## src/rtl/image_pp_dma_pkg.sv

```systemverilog
// Shared types and constants for the pixel DMA master and its pixel operator.
package image_pp_dma_pkg;

    typedef enum logic [1:0] {
        OP_COPY,
        OP_INVERT,
        OP_THRESH,
        OP_RSVD
    } op_t;

    typedef enum logic [2:0] {
        IDLE,
        RD_REQ,
        RD_WAIT,
        WR_REQ,
        FINISH
    } state_t;

    localparam int unsigned WORD_BYTES = 4;

endpackage

```

## src/rtl/image_pp_pixel_op.sv

```systemverilog
// Byte-wise pixel operation over four packed 8-bit pixels; purely combinational.
module image_pp_pixel_op
    import image_pp_dma_pkg::*;
(
    input  logic [31:0] word,
    input  op_t         op,
    input  logic [7:0]  thresh,
    output logic [31:0] result
);

    always_comb begin
        result = word;
        unique case (op)
            OP_INVERT: result = ~word;
            OP_THRESH: begin
                for (int i = 0; i < 4; i++) begin
                    result[i*8 +: 8] = (word[i*8 +: 8] >= thresh) ? 8'hFF : 8'h00;
                end
            end
            // Reserved encoding falls through to a plain copy.
            default: result = word;
        endcase
    end

endmodule

```

## src/rtl/image_parallel_processing_pixel_dma_master.sv

```systemverilog
// Avalon-MM master: reads one word at a time, applies the pixel op, writes it back out.
module image_parallel_processing_pixel_dma_master
    import image_pp_dma_pkg::*;
#(
    parameter int unsigned ADDR_W = 19,
    parameter int unsigned LEN_W  = 17
) (
    input  logic              clk,
    input  logic              reset_n,
    input  logic              start,
    input  logic              abort,
    input  logic [ADDR_W-1:0] src_addr,
    input  logic [ADDR_W-1:0] dst_addr,
    input  logic [LEN_W-1:0]  len,
    input  logic [1:0]        op,
    input  logic [7:0]        thresh,
    output logic              busy,
    output logic              done,
    output logic              aborted,
    output logic [LEN_W-1:0]  words_done,
    output logic [ADDR_W-1:0] m_address,
    output logic              m_read,
    output logic              m_write,
    output logic [3:0]        m_byteenable,
    output logic [31:0]       m_writedata,
    input  logic [31:0]       m_readdata,
    input  logic              m_waitrequest,
    input  logic              m_readdatavalid
);

    state_t            state_q, state_d;
    logic [ADDR_W-1:0] src_q, dst_q;
    logic [LEN_W-1:0]  len_q, words_done_q;
    op_t               op_q;
    logic [7:0]        thresh_q;
    logic [31:0]       wbuf_q;
    logic              aborted_q;
    logic [31:0]       op_result;

    logic start_ok, rd_capture, wr_fire, last_word;

    assign start_ok   = (state_q == IDLE) && start;
    assign rd_capture = (state_q == RD_WAIT) && m_readdatavalid;
    assign wr_fire    = (state_q == WR_REQ) && !m_waitrequest;
    assign last_word  = (words_done_q + LEN_W'(1)) == len_q;

    image_pp_pixel_op u_pixel_op (
        .word   (m_readdata),
        .op     (op_q),
        .thresh (thresh_q),
        .result (op_result)
    );

    always_comb begin
        state_d = state_q;
        unique case (state_q)
            IDLE:    if (start) state_d = (len == '0) ? FINISH : RD_REQ;
            RD_REQ:  if (!m_waitrequest) state_d = RD_WAIT;
            RD_WAIT: if (m_readdatavalid) state_d = WR_REQ;
            WR_REQ:  if (!m_waitrequest) state_d = (last_word || abort) ? FINISH : RD_REQ;
            FINISH:  state_d = IDLE;
            default: state_d = IDLE;
        endcase
    end

    always_ff @(posedge clk or negedge reset_n) begin
        if (!reset_n) begin
            state_q <= IDLE;
        end else begin
            state_q <= state_d;
        end
    end

    always_ff @(posedge clk or negedge reset_n) begin
        if (!reset_n) begin
            src_q        <= '0;
            dst_q        <= '0;
            len_q        <= '0;
            op_q         <= OP_COPY;
            thresh_q     <= '0;
            wbuf_q       <= '0;
            words_done_q <= '0;
            aborted_q    <= 1'b0;
        end else begin
            if (start_ok) begin
                // Low address bits are dropped so every beat stays word-aligned.
                src_q        <= {src_addr[ADDR_W-1:2], 2'b00};
                dst_q        <= {dst_addr[ADDR_W-1:2], 2'b00};
                len_q        <= len;
                op_q         <= op_t'(op);
                thresh_q     <= thresh;
                words_done_q <= '0;
                aborted_q    <= 1'b0;
            end
            if (rd_capture) begin
                wbuf_q <= op_result;
            end
            if (wr_fire) begin
                words_done_q <= words_done_q + LEN_W'(1);
                src_q        <= src_q + ADDR_W'(WORD_BYTES);
                dst_q        <= dst_q + ADDR_W'(WORD_BYTES);
                aborted_q    <= abort && !last_word;
            end
        end
    end

    always_comb begin
        busy         = (state_q == RD_REQ) || (state_q == RD_WAIT) || (state_q == WR_REQ);
        done         = (state_q == FINISH);
        m_read       = (state_q == RD_REQ);
        m_write      = (state_q == WR_REQ);
        m_address    = m_read ? src_q : (m_write ? dst_q : '0);
        m_writedata  = m_write ? wbuf_q : '0;
        m_byteenable = (m_read || m_write) ? 4'hF : 4'h0;
    end

    assign aborted    = aborted_q;
    assign words_done = words_done_q;

endmodule
```

## config.mk

```make
export PLATFORM = sky130hd
export DESIGN_NAME = image_parallel_processing_pixel_dma_master
export DESIGN_NICKNAME = d
export VERILOG_FILES = /design/src/rtl/image_pp_dma_pkg.sv /design/src/rtl/image_pp_pixel_op.sv /design/src/rtl/image_parallel_processing_pixel_dma_master.sv
export SDC_FILE = /design/constraint.sdc
export NUM_CORES = 1
export LEC_CHECK = 0
export ABC_AREA = 1
export CORE_MARGIN = 8
export CORE_UTILIZATION = 55
export CTS_CLUSTER_DIAMETER = 40
export DETAILED_ROUTE_END_ITERATION = 8
export GPL_ROUTABILITY_DRIVEN = 0
export PLACE_DENSITY = 0.87
export SLEW_MARGIN = 20
export SYNTH_ARGS = -nofsm -noshare
export SYNTH_HDL_FRONTEND = slang
export SYNTH_HIERARCHICAL = 1
export SYNTH_SLANG_ARGS = --single-unit
```

## constraint.sdc

```tcl
create_clock -name clk -period 3.2 [get_ports clk]
set_clock_uncertainty 0.15 [all_clocks]
set_input_delay 0.96 -clock clk [delete_from_list [all_inputs] [get_ports clk]]
set_output_delay 0.96 -clock clk [all_outputs]
set_load 0.02 [all_outputs]
```

# == Word-level counts from Yosys, hierarchy flattened ==
# Index checks and enable logic that the tools add are counted.
# op_classes
n_reduce_logical,14
eq_ne,11
order_cmp,4
n_addsub,3
n_mux,24
bitwise,1
# op_table
op,n
$mux 19,6
$pmux 32 s2,1
$add 19x3->19 const B,2
$mux 17,2
$ge 8x8->1,4
$mux 32,1
$mux 8,4
$not 32->32,1
$mux 3,6
$add 17x1->17 const B,1
$eq 17x17->1,1
$logic_not 17->1,1
$pmux 3 s4,1
$ne 2x2->1 const B,4
$eq 3x2->1 const B,2
$logic_and 1x1->1,4
$logic_or 1x1->1,4
$mux 4,1
$reduce_and 4->1,1
$eq 3x1->1 const B,1
$eq 3x3->1 const B,1
$logic_not 3->1,1
$eq 2x1->1 const B,1
$eq 2x2->1 const B,1
other kinds (3),5
# word_totals
in_bits,103
ff_bits,118
out_inout_bits,77
wordCells,66

# == Logic depth before layout (Yosys ltp) ==
# logic_depth
ltp_word,6
ltp_mapped,16
depth_no_buf,16

# == Hierarchy ==
# Netlist, hierarchy kept.
# by_module_without_submodules
module,area_each_um2,cells_each,instances
image_parallel_processing_pixel_dma_master,6229.7,843,1
image_pp_pixel_op,1483.9,265,1

# == Worst setup path before layout ==
# No wires, ideal clock.
# synth_timing
kind,reg-to-output
from,register state_q[2]
to,output port m_address[11]
path_stages_with_launch,5
required_ns,2.090
arrival_ns,1.670
setup_slack_ns,0.420
cell_sequence,dfrtp_1 > nor3_2 > inv_1 > clkbuf_1 > o22ai_1
# synth_rtl
element,line_no,source
from (decl),image_parallel_processing_pixel_dma_master.sv:31,"state_t state_q, state_d;"
from (signal assigned),image_parallel_processing_pixel_dma_master.sv:70,state_q <= state_d;
$eq 3x1->1,image_parallel_processing_pixel_dma_master.sv:110,m_read = (state_q == RD_REQ);
named net m_read,image_parallel_processing_pixel_dma_master.sv:22,"output logic m_read,"
$mux 19,image_parallel_processing_pixel_dma_master.sv:112,m_address = m_read ? src_q : (m_write ? dst_q : '0);
to (decl),image_parallel_processing_pixel_dma_master.sv:21,"output logic [ADDR_W-1:0] m_address,"
# The timed path passes the listed nets, and every way through them passes these cells.

# == Worst setup path after layout ==
# layout_timing
from,register state_q[0]
to,output port m_address[4]
# layout_between
elab_chain_len,3
# layout_lines
element,line_no,source
$eq 3x2->1,image_parallel_processing_pixel_dma_master.sv:111,m_write = (state_q == WR_REQ);
$mux 19,image_parallel_processing_pixel_dma_master.sv:112,
$mux 19 *,image_parallel_processing_pixel_dma_master.sv:112,
# Mark *: on every way between the ends. The rest lies on a longest branch, timed or not.

==> summary.txt <==
Detailed routing
  – Antenna Nets Post-Route: 0
  – Initial drt markers: 679
  – Remaining DRCs: 0
  – Routed vias/inst: 5.53
  – Wire per inst: 16.2 um
  – Routed WL: 23700 um
  – Drt pass-1 iters: 5
  – Via count: 8075

CTS
  – CTS tree: done
  – Sink Count: 114
  – Clk slew on worst S/H paths: 50 ps
  – Setup Fix Bufs, Post-CTS: 0
  – Total CTS buffers: 17
  – Clock latency on the worst-skew pair: 410 ps
  – H-Tree Depth: 4
  – Root buf cell: clkbuf_16
  – CTS Buffer Depth: 2

Floorplan
  – Die area: 18100 um^2
  – Ports: 180
  – Rows: 43
  – Chip height: 134 um
  – Die W: 134 um
  – Starting Density: 56.0%
  – Placeable Area: 13800 um^2

Placed design
  – PortBufs: 173
  – Pre-CTS setup slack: 168 ps
  – Hpwl dp: 17100 um

Critical path
  – Critical path type: reg2out
  – Crit path capture type: output port
  – Maximum fanout along the worst path: 8
  – Reg2Reg Depth: 14
  – Crit path cell chain: inv_1 -> nor3_2 -> inv_2 -> buf_4 -> o22ai_1 -> dlygate4sd2_1
  – Crit-path max cell delay: 430 ps
  – CP required: 2090 ps
  – Critical path's slowest cell: dfrtp_1
  – CP startpoint kind: register
  – Crit path DAT: 1970 ps

Synthesis
  – YS warnings: 6
  – Main synth FF type: dfrtp_1
  – Number of synthesized flops with an enable pin: 0
  – Synth top area share: 37.0%
  – Ys async rst share: 100%
  – Post-synthesis register bit count: 114
  – Syn Area/Cell: 6.96 um^2
  – Post-Syn Instances: 1108
  – Top cells by area, synth: dfrtp_1 (37%), nand2_1 (11%), inv_1 (8.0%)
  – Post-Synthesis Cell Area: 7710 um^2
  – Leading area contributor after synthesis: dfrtp_1
  – Seq/Total Area, Yosys: 37.0%
  – Yosys cell types: 44

Cells and area
  – Share of layout cells above drive strength 1: 7.49%
  – Final Net Count: 1411
  – N_diodes: 0
  – Seq. cell area: 2850 um^2
  – FILL cells: 1066
  – Area growth syn-to-layout: 31.0%
  – Multi-input logic area: 4030 um^2

Power and ir drop
  – Power share of the clock group: 18.6%
  – Flop pwr share: 26.4%
  – Internal power: 5.02 mW
  – Leakage: 5.14 nW
  – IR drop worst, VDD: 0.478 mV
  – Power Density: 925 nW/um^2
  – Switching Power: 4.33 mW
  – Combinational fraction of design power: 54.9%
  – Switching Fraction: 46.3%

Min path
  – Worst Hold Class: in2async

Timing
  – Max Clk Rate: 325 MHz
  – RSZ-0062 raised after global routing: no
  – Tcrit/Tclk final: 96.2%
  – Fin crit period: 3080 ps
  – Final WS setup: 123 ps
  – Final setup vio count: 0
  – Final Slew Violations: 0
  – Final hold violations: 0
  – Fin Setup TNS: 0 ps

Outcome
  – Status: complete, no violations

Global route
  – Vias in the first global route: 7822
  – Gr ovfl total: 0
  – Initial antenna violation count: 0
  – Largest net degree at the start of global routing: 67
  – GRT Total Usage: 26.3%
  – Global-route wire length before repair: 38300 um

Flow run
  – Max Cap Viol: 0
layout make-up:
type	count	area share [%]
multi-input cells	779	39.9
repair buffers	191	18.2
well taps	180	2.23
clock buffers	22	4.69
inverters	168	6.24
clock inverters	7	0.594
flip-flops and latches	114	28.2
synth_stat cells, drive strengths merged, types with 4 or more instances:
master	number
nor2	176
o221ai	4
nand3	49
nand3b	6
ha	37
xor2	10
a211oi	4
nand4	9
dfrtp	114
a21oi	129
inv	168
a31oi	5
nand2	248
o22ai	38
buf	28
clkbuf	20
o211ai	6
o21ai	33
nor3	6
placed cells by master, fill, tap and decap left out, types with 8 or more instances in the layout:
cell type	Yosys	final
inv_1	165	164
clkbuf_16	0	17
dfrtp_1	114	114
nor2_1	164	163
clkdlybuf4s50_1	0	118
o21ai_0	27	27
ha_1	37	37
nand2_1	236	233
nand3_1	47	47
nand4_1	8	8
nor2_2	9	9
a21oi_1	120	120
nand2_2	11	13
buf_4	6	16
dlygate4sd2_1	0	51
xor2_1	10	10
a21oi_2	9	9
o22ai_1	38	38
flip-flops by register name (all words and copies together), names as in the netlist:
name / count
op_q: 2
state_q: 3
aborted: 1
words_done: 17
src_q: 17
wbuf_q: 32
dst_q: 17
thresh_q: 8
len_q: 17
metrics by stage:
step	area (um^2)	power (mW)	cells	utilization, %	hold slack [ps]
after CTS	10100	9.32	1461	73.4	260
after global placement	9630	7.53	1432	69.9	305
after floorplan	7720	5.94	1109	-	292
after detailed placement	9630	7.74	1432	69.9	314
final	10100	9.35	1461	73.4	266
after global routing	10100	10.0	1461	73.4	265
power groups by stage:
| stage | clock [mW] | sequential, mW | combinational (mW) |
|---|---|---|---|
| after floorplan | 0 | 2.39 | 3.55 |
| after global routing | 1.83 | 2.53 | 5.68 |
| after global placement | 0 | 2.44 | 5.09 |
| after CTS | 1.76 | 2.46 | 5.10 |
| final | 1.74 | 2.47 | 5.14 |
| after detailed placement | 0 | 2.46 | 5.27 |
cell families (layout without fill, tap and decap cells):
| family | count (synthesis) | after routing | synth area share, % |
|---|---|---|---|
| AO/OA/AOI/OAI | 228 | 228 | 16.8 |
| XOR/XNOR | 14 | 14 | 1.77 |
| buffers and inverters | 216 | 388 | 11.1 |
| AND/OR/NAND/NOR | 498 | 498 | 27.3 |
| flip-flops | 114 | 114 | 37.0 |
| adder cells (fa/ha/maj) | 37 | 37 | 6.00 |
| other | 1 | 2 | 0.0486 |
final timing paths:
kind,startpoint,end,slack [ps]
setup / recovery,state_q[0]$_DFFE_PN0P_,m_address[4],120
hold / removal,reset_n,words_done[15]$_DFFE_PN0P_,270
max in group asynchronous,reset_n,wbuf_q[31]$_DFFE_PN0P_,1940
setup reg to reg,words_done[0]$_DFFE_PN0P_,state_q[0]$_DFFE_PN0P_,770
hold reg to reg,thresh_q[3]$_DFFE_PN0P_,thresh_q[3]$_DFFE_PN0P_,330
min in group clk,thresh_q[3]$_DFFE_PN0P_,thresh_q[3]$_DFFE_PN0P_,330
what timing repair did:
action	4_1_cts	5_1_grt
hold buffers	0	0
endpoints found under the setup margin	53	10
hold endpoints to repair	0	0
gates resized for setup	56	5
metal layers:
metal	vias up	routed length [um]	global-route usage [%]
met1	3743	9690	32.2
met3	57	2080	6.77
li1	3886	-	-
met2	389	11300	43.3
met5	-	0	0
met4	0	538	10.7
worst max-delay path: cells and delay by family (launching register included):
kind	cells	cell delay, ps
flip-flops	1	430
AO/OA/AOI/OAI	1	120
buffers and inverters	4	810
AND/OR/NAND/NOR	1	190
Note: power is estimated with default switching activity, not from simulation.
